===== src/rtl/maclaurin_pkg.sv =====
// maclaurin_pkg: shared state type and constants for the maclaurin_feeder sequencer
package maclaurin_pkg;

   localparam int XW       = 8;
   localparam int NW       = 3;
   localparam int DMIN_LO  = 3;
   localparam int DMIN_HI  = 7;
   localparam int N_THRESH = 4;

   typedef enum logic [2:0] {IDLE, START, SETN, FEED, DRAIN, CLR, GAP} state_t;

   // Minimum DRAIN residency for a given term count
   function automatic int dmin(input logic [NW-1:0] n);
      return (int'(n) <= N_THRESH) ? DMIN_LO : DMIN_HI;
   endfunction

endpackage


===== src/rtl/sample_fifo.sv =====
// sample_fifo: synchronous sample FIFO whose head register always holds the front entry
module sample_fifo
   import maclaurin_pkg::*;
#(
   parameter int DEPTH = 32,
   parameter int CW    = $clog2(DEPTH + 1)
) (
   input  logic          clk,
   input  logic          rst,
   input  logic          push,
   input  logic [XW-1:0] din,
   input  logic          pop,
   output logic [XW-1:0] head,
   output logic          full,
   output logic          empty
);

   localparam int AW = $clog2(DEPTH);

   logic [XW-1:0] mem [DEPTH];
   logic [AW-1:0] rd, wr, rd_nx;
   logic [CW-1:0] cnt, cnt_pop, cnt_nx;
   logic          do_push, do_pop;

   // A push into a full FIFO is legal only when the same cycle pops
   always_comb begin
      do_pop  = pop & ~empty;
      do_push = push & (~full | do_pop);
      rd_nx   = rd + AW'(do_pop);
      cnt_pop = cnt - CW'(do_pop);
      cnt_nx  = cnt_pop + CW'(do_push);
   end

   // Storage array, written at the tail
   always_ff @(posedge clk) begin
      if (do_push) mem[wr] <= din;
   end

   // Pointers, occupancy flags and head; head holds its last value while empty
   always_ff @(posedge clk) begin
      if (rst) begin
         rd    <= '0;
         wr    <= '0;
         cnt   <= '0;
         full  <= 1'b0;
         empty <= 1'b1;
         head  <= '0;
      end else begin
         if (do_push) wr <= wr + 1'b1;
         rd    <= rd_nx;
         cnt   <= cnt_nx;
         full  <= (cnt_nx == CW'(DEPTH));
         empty <= (cnt_nx == '0);
         head  <= (cnt_pop == '0) ? (do_push ? din : head) : mem[rd_nx];
      end
   end

endmodule


===== src/rtl/maclaurin_feeder.sv =====
// maclaurin_feeder: buffers samples and runs start/N/X-stream/drain/clear batches on the maclauren core
// Optional FEEDER_STATS_EN: enables saturating overflow/error counters on ovf_cnt/err_cnt.
module maclaurin_feeder
   import maclaurin_pkg::*;
#(
   parameter int DEPTH         = 32,
   parameter int CW            = $clog2(DEPTH + 1),
   parameter int DRAIN_TIMEOUT = 63
) (
   input  logic          clk,
   input  logic          rst,
   input  logic          in_valid,
   input  logic [XW-1:0] in_data,
   output logic          in_ready,
   input  logic          go,
   input  logic [NW-1:0] n_cfg,
   input  logic [CW-1:0] count,
   output logic          busy,
   output logic          done,
   output logic          cfg_err,
   output logic          timeout,
   output logic          core_start,
   output logic [NW-1:0] core_N,
   output logic [XW-1:0] core_X,
   output logic          core_rst,
   input  logic          core_ready,
   input  logic          core_valid,
   input  logic          core_overflow,
   input  logic          core_error,
   output logic [15:0]   ovf_cnt,
   output logic [15:0]   err_cnt
);

   localparam int DW = $clog2(DRAIN_TIMEOUT + 1);

   state_t        state;
   logic [CW-1:0] cnt_q, issued, received;
   logic [DW-1:0] dcnt;
   logic [XW-1:0] head;
   logic          full, empty, pop, go_ok, counting, rcv_ok, drain_end;

   sample_fifo #(.DEPTH(DEPTH), .CW(CW)) u_fifo (
      .clk   (clk),
      .rst   (rst),
      .push  (in_valid & in_ready),
      .din   (in_data),
      .pop   (pop),
      .head  (head),
      .full  (full),
      .empty (empty)
   );

   assign in_ready = ~full;
   assign core_X   = head;

   // Pop and batch-exit decisions derived from current state and counters
   always_comb begin
      pop       = (state == FEED) & core_ready & ~empty;
      go_ok     = (count != '0) & (count <= CW'(DEPTH));
      counting  = (state == START) | (state == SETN) | (state == FEED) | (state == DRAIN);
      rcv_ok    = (received == cnt_q) & (int'(dcnt) >= dmin(core_N) - 1);
      drain_end = int'(dcnt) == DRAIN_TIMEOUT - 1;
   end

   // Batch sequencer with registered strobes and status
   always_ff @(posedge clk) begin
      if (rst) begin
         state      <= IDLE;
         busy       <= 1'b0;
         done       <= 1'b0;
         cfg_err    <= 1'b0;
         timeout    <= 1'b0;
         core_start <= 1'b0;
         core_rst   <= 1'b0;
         core_N     <= '0;
         cnt_q      <= '0;
         issued     <= '0;
         received   <= '0;
         dcnt       <= '0;
      end else begin
         core_start <= 1'b0;
         core_rst   <= 1'b0;
         done       <= 1'b0;
         cfg_err    <= 1'b0;
         if (counting && core_valid && received != '1) received <= received + 1'b1;
         case (state)
            IDLE: if (go) begin
               if (go_ok) begin
                  core_N     <= n_cfg;
                  cnt_q      <= count;
                  issued     <= '0;
                  received   <= '0;
                  timeout    <= 1'b0;
                  core_start <= 1'b1;
                  busy       <= 1'b1;
                  state      <= START;
               end else begin
                  cfg_err <= 1'b1;
               end
            end
            START: state <= SETN;
            SETN:  state <= FEED;
            FEED: if (pop) begin
               issued <= issued + 1'b1;
               if (issued + 1'b1 == cnt_q) begin
                  dcnt  <= '0;
                  state <= DRAIN;
               end
            end
            DRAIN: begin
               dcnt <= dcnt + 1'b1;
               if (rcv_ok || drain_end) begin
                  timeout  <= ~rcv_ok;
                  core_rst <= 1'b1;
                  state    <= CLR;
               end
            end
            CLR: state <= GAP;
            GAP: begin
               busy  <= 1'b0;
               done  <= 1'b1;
               state <= IDLE;
            end
            default: state <= IDLE;
         endcase
      end
   end

`ifdef FEEDER_STATS_EN
   // Saturating counters of core overflow results and error cycles
   always_ff @(posedge clk) begin
      if (rst) begin
         ovf_cnt <= '0;
         err_cnt <= '0;
      end else begin
         if (core_valid && core_overflow && ovf_cnt != '1) ovf_cnt <= ovf_cnt + 1'b1;
         if (core_error && err_cnt != '1) err_cnt <= err_cnt + 1'b1;
      end
   end
`else
   logic unused_stats;
   assign unused_stats = core_overflow ^ core_error;
   assign ovf_cnt      = '0;
   assign err_cnt      = '0;
`endif

endmodule


===== config.mk =====
export PLATFORM = sky130hd
export DESIGN_NAME = maclaurin_feeder
export DESIGN_NICKNAME = d
export VERILOG_FILES = /design/src/rtl/maclaurin_pkg.sv /design/src/rtl/sample_fifo.sv /design/src/rtl/maclaurin_feeder.sv
export SDC_FILE = /design/constraint.sdc
export NUM_CORES = 1
export LEC_CHECK = 0
export ABC_AREA = 1
export CAP_MARGIN = 10
export CORE_MARGIN = 5
export CORE_UTILIZATION = 40
export DETAILED_ROUTE_END_ITERATION = 10
export SLEW_MARGIN = 20
export SYNTH_ARGS = -nofsm -noshare
export SYNTH_HDL_FRONTEND = slang
export SYNTH_SLANG_ARGS = --single-unit

===== constraint.sdc =====
create_clock -name clk -period 2.8 [get_ports clk]
set_clock_uncertainty 0.2 [all_clocks]
set_input_delay 0.56 -clock clk [delete_from_list [all_inputs] [get_ports clk]]
set_output_delay 0.56 -clock clk [all_outputs]
set_load 0.005 [all_outputs]

==> impl_metrics.csv <==
group,metric,value,unit
clock_network,clk_pin_slew,0.06,ns
die,die_w,194,um
clock_network,hold_buffers,0,
timing,drv_slew,0,
clock_network,cts_buffer_depth,3,
detailed_routing,route.detailed.wl_per_inst,18.0,um
grt,grt_usage,17.4,%
die,ios,75,
logic_synthesis,synth_top_area_share,56.7,%
logic_synthesis,synth_cells,1255,
place,portBuffers,40,
logic_synthesis,synth_flop_cell,"edfxtp_1",
logic_synthesis,ys_top_cells_by_area,"edfxtp_1 (57%), dfxtp_1 (9.2%), nor2_1 (7.4%)",
timing,worst_pin_slew,0.775,ns
layout,drive_above_1_share,14.6,%
setup_path,max_stage_delay,0.33,ns
place,gp_congestion,0.912,
layout,n_antenna_cell,0,
setup_path,path_common_cell,"nand3_2",
clock_network,cts_tree,"done",
die,dieArea,37700,sq um
logic_synthesis,ys_types,35,
timing,hold_violations,0,
detailed_routing,route.detailed.drc,0,
place,post-place-ws,-0.407,ns
logic_synthesis,synth-seq-area-share,65.9,%
timing,finalWorstSetupSlack,0.137,ns
timing,final.period_utilization,95.1,%
grt,grt_max_degree,46,
logic_synthesis,avgSynthCellArea,10.8,sq um
pwr,seqPwrFrac,50.4,%
logic_synthesis,syn_area,13600,sq um
pwr,p_int,8.09,mW
pwr,switching_share,23.0,%
detailed_routing,dr.pass1.iters,5,
layout,regArea,8930,sq um
die,die_h,194,um
setup_path,cp_max_fo,10,
detailed_routing,via_count,9448,
logic_synthesis,ys_warn_count,0,
setup_path,startpoint_type,"flop",
place,dp.cells,1800,
pwr,p_per_area,638,nW/um^2
detailed_routing,viasPerCell,5.08,
clock_network,htreeDepth,2,
status,status,"completed",
timing,worst_hold_slack,0.253,ns
setup_path,cp.arrival,2.90,ns
pwr,switching_power,2.42,mW
timing,relSlewSlack,48.1,%
setup_path,worstSetupEndpointType,"flop",
clock_network,clkSinkCount,318,
pwr,p_clk_share,41.0,%
layout,final_cell_mix,"nor2_1 (265), edfxtp_1 (256), o21ai_0 (147), nand2_1 (107), buf_4 (101)",
timing,finalCriticalPeriod,2.66,ns
grt,grt_pass1_wl,51.9,mm
logic_synthesis,yosys_register_bits,318,
layout,layout_commonest_cell,"nor2_1",
layout,multiInputGateArea,4140,sq um
die,core_area,33500,sq um
layout,layout.nets,1432,
logic_synthesis,synth_edf_count,256,
layout,synthToLayoutAreaGrowth,21.6,%
detailed_routing,postRouteAntennaNets,0,
grt,antenna_found_initial,0,
detailed_routing,wl,33.6,mm
detailed_routing,dr.first_iter.drc_count,727,
place,hpwl,22.5,mm
setup_path,cp.required,3.04,ns
timing,rsz0062_at_grt,"true",
layout,final_area,16500,sq um
pwr,ir_worst_vdd,0.667,mV
logic_synthesis,async_reset_ff_share,0,%
place,placed_cell_area,15200,sq um
layout,fin_util,49.1,%
flow_run,cap_viol_max_count,0,
grt,overflow,0,
logic_synthesis,synth_top_cell_by_area,"edfxtp_1",
layout,nFillCells,3023,
die,start_util,40.4,%
pwr,comb_power_share,8.7,%
timing,fmax,0.376,GHz
timing,tns,0,ns
grt,grt_pass1_vias,9145,
setup_path,crit_slowest_cell,"dfxtp_1",
pwr,leakage,5.95,nW
clock_network,cts-root-buf,"clkbuf_16",
clock_network,insertion_delay,0.52,ns
timing,setup_violations,0,
pwr,power,10.5,mW
clock_network,numCtsBuffers,34,
min_path,min_path_type,"reg -> reg",
die,rows,67,
setup_path,path_class,"reg -> reg",
layout,instances_no_fill,1861,
setup_path,worstPathCellList,"inv_1 -> nor3_2 -> buf_4 -> nand3_2 -> inv_2 -> ha_4 -> ha_4 -> buf_6 -> buf_4 -> nor2_1 -> o21ai_0 -> o211ai_1 -> nand3_1 -> nand3_2 -> nand3_2 -> a21oi_1",
## worst max-delay path: cells and delay by family, from the launching register on
kind                       cells  cell delay, ns
buffers and inverters          5            0.64
DFF                            1            0.33
adders and majority gates      2            0.36
and+or+nand+nor                6            0.71
AOI/OAI and AO/OA              3            0.35
## registers in the layout, indices dropped and copies added, names as in the netlist, 3 cells and up
name,flops
core_N,3
issued,6
u_fifo.head,8
received,6
state,3
u_fifo.cnt,6
dcnt,6
u_fifo.mem,256
u_fifo.rd,5
u_fifo.wr,5
cnt_q,6
## cell usage after synthesis, drive strengths merged, types with 15 or more instances
cell / count
o211ai: 59
nand2: 107
a21oi: 34
dfxtp: 62
inv: 54
nor2: 269
edfxtp: 256
o21ai: 156
buf: 69
clkbuf: 24
nand3: 96
ha: 15
## repair_timing
| action | CTS | global route |
|---|---|---|
| pin swaps | 0 | 27 |
| gates resized for setup | 1 | 37 |
| setup buffers | 0 | 4 |
| endpoints found under the setup margin | 1 | 13 |
## kinds of logic (layout without fill, tap and decap cells)
family / after synthesis / in the layout / share of synthesized area [%]
buffers and inverters: 149 / 276 / 5.46
XOR/XNOR: 20 / 20 / 1.40
flip-flops: 318 / 318 / 65.9
adder cells (fa/ha/maj): 15 / 15 / 1.38
other: 1 / 32 / 0.0277
AND/OR/NAND/NOR: 490 / 490 / 14.8
AO/OA/AOI/OAI: 262 / 262 / 11.1
## path summary, 6_finish.rpt
check	start	end	slack (ns)	depth (start not counted)
max	state[0]$_SDFFE_PP0P_	u_fifo.head[0]$_SDFFE_PP0P_	0.14	16
min	busy$_SDFFE_PP0P_	busy$_SDFFE_PP0P_	0.25	2
max reg2reg	state[0]$_SDFFE_PP0P_	u_fifo.head[0]$_SDFFE_PP0P_	0.14	16
min reg2reg	busy$_SDFFE_PP0P_	busy$_SDFFE_PP0P_	0.25	2
## power by group through the flow
stage                     Sequential (mW)  Clock (mW)  Combinational, mW
final                                5.29        4.31              0.910
after detailed placement             5.39           0              0.896
after floorplan                      5.36           0              0.499
after CTS                            5.29        4.38              0.900
after global placement               5.39           0              0.882
after global routing                 5.30        4.62               1.01
## per-layer routing
| metal | vias to the layer above | part of all wire (%) | GRT usage [%] |
|---|---|---|---|
| li1 | 4631 | - | - |
| met1 | 4514 | 42 | 22.5 |
| met2 | 242 | 50 | 30.6 |
| met3 | 61 | 5.0 | 2.78 |
| met4 | 0 | 2.6 | 4.74 |
| met5 | - | 0 | 0 |
## final cells by class
class,count,share of cell area (%)
clock buffers,43,5.56
clock inverters,14,0.881
inverters,56,1.28
multi-input cells,819,25.1
flip-flops and latches,318,54.2
well taps,448,3.40
repair buffers,163,9.55
Power figures use the tool's default switching activity.
